$ cat config.mk
export PLATFORM = sky130hd
export DESIGN_NAME = cru_bits
export DESIGN_NICKNAME = d
export VERILOG_FILES = /design/src/rtl/tipi_pkg.sv /design/src/rtl/cru_bits.sv
export SDC_FILE = /design/constraint.sdc
export NUM_CORES = 1
export LEC_CHECK = 0
export ABC_AREA = 1
export BUFFER_PORTS_ARGS = -buffer_cell sky130_fd_sc_hd__buf_2
export CORE_AREA = 5 5 42 44
export DETAILED_ROUTE_END_ITERATION = 12
export DIE_AREA = 0 0 47 49
export HOLD_SLACK_MARGIN = 0.1
export PLACE_DENSITY_LB_ADDON = 0.08
export SLEW_MARGIN = 40
export SYNTH_ARGS = -nofsm -noshare
export SYNTH_HDL_FRONTEND = slang
export SYNTH_SLANG_ARGS = --single-unit
$ cat constraint.sdc
create_clock -name ti_cru_clk -period 1.7 [get_ports ti_cru_clk]
set_input_delay 0.085 -clock ti_cru_clk [delete_from_list [all_inputs] [get_ports ti_cru_clk]]
set_output_delay 0.085 -clock ti_cru_clk [all_outputs]
set_load 0.02 [all_outputs]
$ cat src/rtl/tipi_pkg.sv
// ---------------------------------------------------------------------------
// tipi_pkg
// Shared constants for the TIPI PEB card logic.
//
// Contents:
//   NBITS         number of latched CRU output bits on the card (fixed at 4)
//   CRU_SPACE     value that the top nibble of the TI address (A0..A3) must
//                 carry for a CRU access to belong to the card area
//   CRU_BIT_*     bit numbers of the individual CRU bits, as used by the
//                 card's enable/control logic
//   cruHit()      helper that performs the CRU address decode
// ---------------------------------------------------------------------------
package tipi_pkg;

    localparam int unsigned NBITS = 4;

    localparam logic [0:3] CRU_SPACE = 4'b0010;

    // Bit 0 enables the card ROM; the remaining bits feed other control
    // logic on the card and are named by position only.
    localparam int unsigned CRU_BIT_ROMEN = 0;
    localparam int unsigned CRU_BIT_1     = 1;
    localparam int unsigned CRU_BIT_2     = 2;
    localparam int unsigned CRU_BIT_3     = 3;

    // The card answers only when A0..A3 point at CRU space, A4..A7 match
    // the jumpered base, and A8..A12 are all zero. The last condition is
    // what keeps bit numbers above 3 from aliasing onto the four real bits.
    function automatic logic cruHit(input logic [0:14] address,
                                    input logic [0:3]  base);
        return (address[0:3] == CRU_SPACE) &&
               (address[4:7] == base) &&
               (address[8:12] == 5'b00000);
    endfunction

endpackage

$ cat src/rtl/cru_bits.sv
// ---------------------------------------------------------------------------
// cru_bits
// Four-bit CRU output latch for the TIPI PEB card on the TI-99/4A CRU bus.
// The CPU writes single bits with LDCR/SBO/SBZ (strobed by CRUCLK) and reads
// them back with TB/STCR. All buses use TI bit numbering: index 0 is the MSB.
//
// Ports:
//   ti_cru_clk  in   1   CRU write strobe, rising edge latches a bit
//   ti_reset_n  in   1   asynchronous active-low reset, clears all bits
//   cru_base    in   4   card base select, compared with addr[4:7]
//   ti_memen    in   1   TI memory enable, active low (high = no memory cycle)
//   ti_ph3      in   1   TI phase-3 clock, not used by this block
//   addr        in   15  TI address bus A0..A14, addr[0] is the MSB
//   ti_cru_out  in   1   CRU data from the CPU
//   ti_cru_in   out  1   CRU read data to the CPU
//   bits        out  4   latched CRU bits, bits[0] is CRU bit 0 (ROM enable)
// ---------------------------------------------------------------------------
module cru_bits
    import tipi_pkg::*;
(
    input  logic             ti_cru_clk,
    input  logic             ti_reset_n,
    input  logic [0:3]       cru_base,
    input  logic             ti_memen,
    input  logic             ti_ph3,
    input  logic [0:14]      addr,
    input  logic             ti_cru_out,
    output logic             ti_cru_in,
    output logic [0:NBITS-1] bits
);

    logic             w_sel;
    logic [1:0]       w_idx;
    logic [0:NBITS-1] r_bits;
    logic             w_unused_ph3;

    // Address decode is purely combinational so that a change of the base
    // jumpers applies to the very next access.
    assign w_sel = cruHit(addr, cru_base);
    assign w_idx = addr[13:14];

    // ti_ph3 is part of the card connector but plays no role here.
    assign w_unused_ph3 = ti_ph3;

    // Bit latch. Reset is asynchronous and wins over a coincident CRUCLK
    // edge. CRUCLK only pulses during CRU cycles, so memory enable is not
    // needed to qualify a write; only the address decode gates it.
    always_ff @(posedge ti_cru_clk or negedge ti_reset_n) begin
        if (!ti_reset_n) begin
            r_bits <= '0;
        end else if (w_sel) begin
            r_bits[w_idx] <= ti_cru_out;
        end
    end

    // Read-back is driven only while the card is addressed and no memory
    // cycle is in progress; otherwise the card contributes a zero.
    assign ti_cru_in = (w_sel && ti_memen) ? r_bits[w_idx] : 1'b0;

    assign bits = r_bits;

endmodule

# Word-level counts from Yosys, hierarchy flattened
# Cells that the tools add are included.
word_totals:
  regBits: 4
  output_inout_bits: 5
  in_bits: 24
  elab_cells: 18
op_classes:
  n_lt_le_gt_ge: 2
  n_bitwise: 1
  mux: 7
  n_reduce_logical: 5
  n_eq_ne: 2
ops:
  columns: ["operator", "n"]
  rows:
  - ["5-bit logical NOT", 1]
  - ["4-bit bitwise mux", 1]
  - ["4-bit by 2-bit equality test with 1-bit output (second input constant)", 1]
  - ["4-bit equality test", 1]
  - ["1-bit logical AND", 4]
  - ["1-bit 2-to-1 mux", 4]
  - ["3-bit greater-or-equal comparator (second input constant)", 1]
  - ["3-bit by 1-bit < comparator with 1-bit output (second input constant)", 1]
  - ["2-bit NOT with 3-bit output", 1]
  - ["1-bit binary-select mux with 2-bit select", 1]
  - ["1-bit demux with 2-bit select", 1]

# Depth between registers and ports, before layout
# Gate-level depths: netlist of run 1.
logic_depth:
  ltp_word: 6
  mapped_depth: 9
  mapped_depth_nobuf: 9

# Worst setup path before layout of run 1
# Ideal clock, no wire load.
synth_timing:
  kind: "reg2out"
  from: "register r_bits, in the netlist bits[3]"
  to: "output ti_cru_in"
  arrival_ps: 861
  required_time_ps: 1615
  path_slack_ps: 754
  path_stages_with_launch: 4
  n_path_buf: 0
  cell_sequence: "dfrtp_1 -> nand2_1 -> nand4_1 -> and3_1"
synth_via:
  elab_chain_len: 4
synth_rtl:
  columns: ["element", "line_no", "source"]
  rows:
  - ["from (decl)", "cru_bits.sv:34", "logic [0:NBITS-1] r_bits;"]
  - ["from (signal, indexed assignment)", "cru_bits.sv:52", "r_bits[w_idx] <= ti_cru_out;"]
  - ["1-bit binary-select mux with 2-bit select", "cru_bits.sv:58", "assign ti_cru_in = (w_sel && ti_memen) ? r_bits[w_idx] : 1'b0;"]
  - ["1-bit 2-to-1 mux (not written as such) (2 in a row)", "cru_bits.sv:58", null]
  - ["1-bit 2-to-1 mux", "cru_bits.sv:58", null]
  - ["to (decl)", "cru_bits.sv:28", "output logic ti_cru_in,"]
# Every way passes these cells. The select of a mux whose other input is x is not followed.

# Final worst setup path of run 1
layout_timing:
  from: "register r_bits, in the netlist bits[2]"
  to: "output ti_cru_in"
# Same word-level chain as after synthesis.

==> flow_summary.toml, run 1 <==
[global_routing]
grtUsageTotal_pct = 11.2
grt_pass1_wl_um = 1930
gr-total-overflow = 0
antenna_found_initial = 0
grt_max_degree = 6
grt_pass1_vias = 519

[synth]
yosys.cell_count.top_type = "nand2_1"
synth_seq_cells = 4
ys_warn_count = 0
ys_async_sr_fraction_pct = 100
syn_inst = 91
synthesis.nets = 115
synth_cell_type_count = 10
synth_top_cell_by_area = "nand2_1"
netlist_top_cells_count = "nand2_1, inv_1, nand3_1"
yosysTopAreaCellShare_pct = 26.2
ys_seq_area_share_pct = 21.8
synth_edf_count = 0
synth_ff_type = "dfrtp_1"
synth_area_um2 = 459
avgSynthCellArea_um2 = 5.05
synth_area_leaders = "nand2_1, dfrtp_1, inv_1"

[sta]
finalClockSkew_ps = 0
slew_viol_final = 0
whs_ps = 194
period_share_pct = 70.0
rsz0062_at_grt = "false"
relSlewSlack_pct = 86.6
hold_viol_final = 0
final-setup-viol-count = 0
period_minus_slack_ps = 1190
fin_setup_tns_ps = 0
worstMarginPinSlew_ps = 200
maxClockFrequency_mhz = 841

[layout]
nets = 148
nFillCells = 168
ff_latch_area_um2 = 100
fin_cells = 138
drive_above_1_share_pct = 27.9
diodes = 0
largest_reg_flops = 4
finish.utilization_pct = 46.2
multi_input_area_um2 = 258
syn_to_final_growth_pct = 40.9

[power]
max-vdd-ir-drop_mv = 0.289
p_per_area_mw_per_mm2 = 439
p_total_uw = 284
p_leak_uw = 0.000430

[route]
drt_iter0_drc = 6
drc_errors = 0
totalWireLength_um = 1140
dr.pass1.iters = 4
vias_per_cell = 4.23
antenna_left = 0
wl_per_cell_um = 8.28
via_count = 584

[worst_setup_path]
crit_path_start_kind = "flop"
r2r_end = "bits[1]"
cpMaxStageDelayCell = "dfrtp_1"
crit_path_end_kind = "primary output"
ff2ff_setup_slack_ps = 1010
arrival_ps = 1100
r2r_start = "bits[1]"
max_stage_delay_ps = 380
required_ps = 1620
path_cells = "nand2_1 -> nand4_1 -> and3_1 -> buf_2"
path_max_fanout = 3
startpoint = "bits[2]"
ff2ff_path_depth = 4
worst-setup-path-type = "reg2out"

[run]
maxCapViolations = 0

[clock_tree]
clock_sinks = 4
clk_pin_slew_ps = 30
cts_buffers = 3
postCtsSetupBuffers = 0
cts_htree_levels = 1
cts_buffer_depth = 2
cts-root-buf = "clkbuf_4"
clk_latency_ps = 230
tritoncts = "built"

[place]
portBuffers = 27
dp_hpwl_um = 1000
placed_cells = 134
gp_congestion = 0.731

[floorplan]
core_mm2 = 0.00140
initial_core_util_pct = 32.8
die_w_um = 47
die_h_um = 49
die-area_mm2 = 0.00230
floorplan.rows = 14
ios = 29

[hold_path]
min_path_type = "in2async"

[outcome]
outcome = "finished clean"
[stage by stage]
| step | instance area, um^2 | worst slack [ps] |
|---|---|---|
| 3_3_place_gp | 614 | 597 |
| 2_1_floorplan | 459 | 754 |
| 3_5_place_dp | 614 | 575 |
| 4_1_cts | 647 | 512 |
| 6_report | 647 | 511 |
| 5_1_grt | 647 | 421 |
[kinds of logic (layout without fill, tap and decap cells)]
group | count (synthesis) | after routing | share of synthesized area [%]
buffers and inverters | 27 | 58 | 22.1
flip-flops | 4 | 4 | 21.8
AND/OR/NAND/NOR | 60 | 60 | 56.1
[what timing repair did]
action                    CTS  global route
hold endpoints to repair    4             0
gates resized for setup     0             0
hold buffers                1             0
[power breakdown]
part	internal, uW	switching, uW
clock	78.6	32.9
combinational	34.6	41.8
sequential	96.0	0.138
[worst max-delay path: cells and delay by family, from the launching register on]
kind / cells / cell delay, ps
buf+inv: 1 / 150
flops: 1 / 380
simple gates: 3 / 340
[how the worst max path moves through the flow]
stage / slack, ps / to
2_1_floorplan: 750 / ti_cru_in
3_3_place_gp: 600 / ti_cru_in
3_5_place_dp: 580 / ti_cru_in
4_1_cts: 510 / ti_cru_in
5_1_grt: 420 / ti_cru_in
6_report: 510 / ti_cru_in
[area by class of cell]
| cell class | instances | share of cell area, % |
|---|---|---|
| Clock buffer | 3 | 3.48 |
| Timing Repair Buffer | 28 | 22.4 |
| Tap cell | 16 | 3.09 |
| Inverter | 27 | 15.7 |
| Sequential cell | 4 | 15.5 |
| Multi-Input combinational cell | 60 | 39.8 |
[routing by layer]
| layer | share of wire (%) | track usage (%) |
|---|---|---|
| met5 | 0 | 0 |
| met4 | 0 | 6.91 |
| met3 | 6.7 | 2.95 |
| met2 | 51 | 18.6 |
| met1 | 42 | 12.0 |
[cells in the final DEF (no fill, tap or decap), drive strengths merged]
| cell | synthesis | routed |
|---|---|---|
| nand2 | 32 | 32 |
| buf | 0 | 27 |
| inv | 27 | 27 |
| nor2 | 14 | 14 |
| nand3 | 12 | 12 |
| dfrtp | 4 | 4 |
| clkbuf | 0 | 3 |
| nand4 | 1 | 1 |
| and3 | 1 | 1 |
| dlygate4sd3 | 0 | 1 |
No activity file was read; power rests on OpenSTA's default activity.
==> run 2: changes to the inputs <==
==> constraint.sdc (replaced) <==
create_clock -name ti_cru_clk -period 1.2 [get_ports ti_cru_clk]
set_input_delay 0.06 -clock ti_cru_clk [delete_from_list [all_inputs] [get_ports ti_cru_clk]]
set_output_delay 0.06 -clock ti_cru_clk [all_outputs]
set_load 0.02 [all_outputs]
==> run 2 against run 1 <==
Effect of this change: clock-buffer cell count is the same; sequential share of layout area shrank 0.60 points; first-iteration DRC count is the same; flip-flop and latch count is the same; non-clock buffer count grew 2; final cell count grew 1.4%; die area is the same; setup slack lost 420 ps; largest power group unchanged; register-to-register slack lost 610 ps.
==> flow_summary.toml, run 2 (synthesized netlist as in run 1, its figures left out) <==
[outcome]
outcome = "finished clean"

[route]
via_count = 576
vias_per_cell = 4.11
antenna_left = 0
drc_errors = 0
wl_per_cell_um = 8.17
dr.pass1.iters = 4
totalWireLength_um = 1140
drt_iter0_drc = 6

[floorplan]
ios = 29
initial_core_util_pct = 32.8
core_mm2 = 0.00140
die-area_mm2 = 0.00230
die_w_um = 47
floorplan.rows = 14
die_h_um = 49

[sta]
worstMarginPinSlew_ps = 196
whs_ps = 164
final-setup-viol-count = 0
hold_viol_final = 0
period_minus_slack_ps = 1110
finalClockSkew_ps = 0
period_share_pct = 92.8
relSlewSlack_pct = 86.9
slew_viol_final = 0
maxClockFrequency_mhz = 898

[worst_setup_path]
arrival_ps = 1050
crit_family = "flip-flops"
max_stage_delay_ps = 370
crit_path_start_kind = "flop"
path_cells = "nand2_1 -> nand4_1 -> and3_4 -> buf_6"
crit_path_end_kind = "primary output"
path_max_fanout = 3
worst-setup-path-type = "reg2out"
cpMaxStageDelayCell = "dfrtp_1"
path_buf_inv = 1
required_ps = 1140

[hold_path]
min_path_type = "in2async"

[power]
clkPwrFrac_pct = 39.4
p_total_uw = 402
power_frac_comb_pct = 26.8
p_leak_uw = 0.000437
seqPwrFrac_pct = 33.9
swShare_pct = 26.3
p_per_area_mw_per_mm2 = 598
p_int_uw = 297
max-vdd-ir-drop_mv = 0.413
p_switching_uw = 106

[layout]
drive_above_1_share_pct = 29.8
syn_to_final_growth_pct = 46.6
largest_reg_flops = 4
nFillCells = 166
final_cell_mix = "nand2_1, inv_1, buf_2"
nets = 150
diodes = 0
final_common_cell = "nand2_1"

[clock_tree]
cts_buffers = 3
clk_pin_slew_ps = 30
clk_latency_ps = 230
tritoncts = "built"
cts-root-buf = "clkbuf_4"
clock_sinks = 4
cts_htree_levels = 1
cts_buffer_depth = 2

[global_routing]
grt_pass1_vias = 529
gr-total-overflow = 0
antenna_found_initial = 0
grt_max_degree = 6
grtUsageTotal_pct = 10.3
grt_pass1_wl_um = 1790

[place]
dp_hpwl_um = 975
gp_congestion = 0.731
portBuffers = 27

[run]
maxCapViolations = 0
run 2: metrics by stage:
step	std cells	TNS (ps)	setup slack [ps]	utilization (%)	area [um^2]
after floorplan	91	0	279	-	459
after global routing	140	-14.2	-14.2	48.0	673
after CTS	138	0	31.8	46.2	647
after detailed placement	134	0	130	43.8	614
final	140	0	86.4	48.0	673
after global placement	134	0	149	43.8	614
run 2: layout make-up:
| type | instances | area (um^2) | area share, % |
|---|---|---|---|
| clock buffer | 3 | 22.5 | 3.35 |
| inverter | 27 | 101 | 15.1 |
| multi-input combinational | 60 | 263 | 39.0 |
| sequential | 4 | 100 | 14.9 |
| tap | 16 | 20.0 | 2.97 |
| timing repair buffer | 30 | 166 | 24.7 |
run 2: layer usage:
metal | vias to the layer above | track usage [%] | routed length (um)
met1 | 232 | 11.0 | 482
li1 | 329 | - | -
met4 | 0 | 6.91 | 0
met2 | 15 | 17.2 | 576
met5 | - | 0 | 0
met3 | 0 | 1.85 | 85
run 2: worst paths after layout:
kind | start | endpoint | slack (ps) | depth (start not counted)
worst max register to register | bits[0] | bits[0] | 400 | 5
min in group ti_cru_clk | ti_cru_out | bits[3] | 190 | 5
worst max-delay path | bits[2] | ti_cru_in | 90 | 4
worst min register to register | bits[2] | bits[2] | 560 | 4
worst min-delay path | ti_reset_n | bits[3] | 160 | 2
max in group asynchronous | ti_reset_n | bits[0] | 920 | 2
run 2: power by group through the flow:
stage          Combinational [uW]  Sequential, uW  Clock (uW)
5_1_grt                       126             136         188
4_1_cts                       109             136         170
3_5_place_dp                  106             138           0
2_1_floorplan                54.3             138           0
3_3_place_gp                  104             138           0
6_report                      108             136         158
run 2: what timing repair did:
action,CTS,global route
hold buffers,1,0
resized for setup,0,3
hold endpoints to repair,4,0
setup buffers,0,2
setup endpoints to repair,0,1
==> run 3: changes to the inputs <==
--- a/config.mk
+++ b/config.mk
@@ -12,6 +12,7 @@
 export DIE_AREA = 0 0 47 49
 export HOLD_SLACK_MARGIN = 0.1
 export PLACE_DENSITY_LB_ADDON = 0.08
+export RECOVER_POWER = 100
 export SLEW_MARGIN = 40
 export SYNTH_ARGS = -nofsm -noshare
 export SYNTH_HDL_FRONTEND = slang
==> run 3 against run 2 <==
Effect of this change: flip-flop and latch count unchanged; register-to-register slack about the same; non-clock buffer count is the same; clock power about the same; global-route usage unchanged; total power down 0.12%; first-iteration DRC count is the same; setup slack lost 2.3 ps; via count down 0.17%; critical path depth stayed put.
==> flow_summary.toml, run 3 (synthesized netlist as in run 1, its figures left out) <==
[outcome]
outcome = "finished clean"

[worst_setup_path]
worst-setup-path-type = "reg2out"
path_max_fanout = 3
crit_path_start_kind = "flop"
arrival_ps = 1060
critPathCapture = "ti_cru_in"
crit_path_end_kind = "primary output"
r2r_end = "bits[0]"
ff2ff_path_depth = 5
startpoint = "bits[2]"
ff2ff_setup_slack_ps = 400
required_ps = 1140
r2r_start = "bits[0]"

[power]
p_int_uw = 296
power_frac_comb_pct = 26.7
max-vdd-ir-drop_mv = 0.413
seqPwrFrac_pct = 33.9
clkPwrFrac_pct = 39.4
p_leak_uw = 0.000430
swShare_pct = 26.3
p_switching_uw = 106
p_total_uw = 402
p_per_area_mw_per_mm2 = 602

[place]
gp_congestion = 0.731
place_area_um2 = 614
dp_hpwl_um = 975
portBuffers = 27
pre_cts_ws_ps = 130

[sta]
final-setup-viol-count = 0
hold_viol_final = 0
period_share_pct = 93.0
slew_viol_final = 0
maxClockFrequency_mhz = 896
whs_ps = 186
worstMarginPinSlew_ps = 265
period_minus_slack_ps = 1120
finalClockSkew_ps = 0
fin_ws_ps = 84.1
relSlewSlack_pct = 82.4

[route]
vias_per_cell = 4.11
dr.pass1.iters = 4
totalWireLength_um = 1150
drc_errors = 0
wl_per_cell_um = 8.20
drt_iter0_drc = 6
antenna_left = 0
via_count = 575

[clock_tree]
tritoncts = "built"
cts-root-buf = "clkbuf_4"
cts_buffers = 3
clk_latency_ps = 230
cts_buffer_depth = 2
clk_pin_slew_ps = 30
clock_sinks = 4
cts_htree_levels = 1

[global_routing]
antenna_found_initial = 0
gr-total-overflow = 0
grt_max_degree = 6
grtUsageTotal_pct = 10.3
grt_pass1_vias = 529
grt_pass1_wl_um = 1790

[run]
maxCapViolations = 0

[floorplan]
floorplan.rows = 14
initial_core_util_pct = 32.8
ios = 29
die_h_um = 49
die-area_mm2 = 0.00230
die_w_um = 47
core_mm2 = 0.00140

[layout]
drive_above_1_share_pct = 25.8
finish.utilization_pct = 47.6
diodes = 0
final_common_cell = "nand2_1"
final_area_um2 = 667
nets = 150
syn_to_final_growth_pct = 45.2
final_cell_mix = "nand2_1, inv_1, buf_2"
largest_reg_flops = 4
nFillCells = 165

[hold_path]
min_path_type = "in2async"
-- run 3: cell count changes in the layout (fill, tap and decap cells not counted) --
| cell | previous run | this run |
|---|---|---|
| clkbuf_1 | 0 | 5 |
| buf_2 | 26 | 21 |
-- run 3: worst min-delay path by stage --
stage               endpoint
floorplan            bits[0]
global placement     bits[1]
detailed placement   bits[1]
CTS                  bits[3]
global route         bits[3]
finish               bits[3]
-- run 3: layout make-up --
type	instances	area (um^2)	share of cell area (%)
multi-input combinational	60	263	39.4
timing repair buffer	30	160	24.0
inverter	27	101	15.2
sequential	4	100	15.0
clock buffer	3	22.5	3.38
tap	16	20.0	3.00
-- run 3: power by group through the flow --
stage / combinational [uW] / clock, uW / sequential, uW
floorplan: 54.3 / 0 / 138
CTS: 109 / 170 / 136
global route: 125 / 188 / 136
finish: 107 / 158 / 136
global placement: 104 / 0 / 138
detailed placement: 106 / 0 / 138
-- run 3: metrics by stage --
stage / instances / TNS [ps]
2_1_floorplan: 91 / 0
3_3_place_gp: 134 / 0
3_5_place_dp: 134 / 0
4_1_cts: 138 / 0
5_1_grt: 140 / -15.5
6_report: 140 / 0
-- run 3: metal layers --
layer	global-route usage [%]	routed length [um]	up-vias
met3	1.85	84	0
met2	17.2	576	15
met5	0	0	-
met1	11.0	488	230
li1	-	-	330
met4	6.91	0	0
-- run 3: timing repair --
item	CTS	global route
setup endpoints to repair	0	1
resized for setup	0	3
buffers inserted	0	2
hold buffers	1	0
hold endpoints to repair	4	0
-- run 3: critical path, stage by stage, from the launching register on --
cell and delay [ps]:
dfrtp_1 370, nand2_1 70, nand4_1 80, and3_4 170, buf_6 120
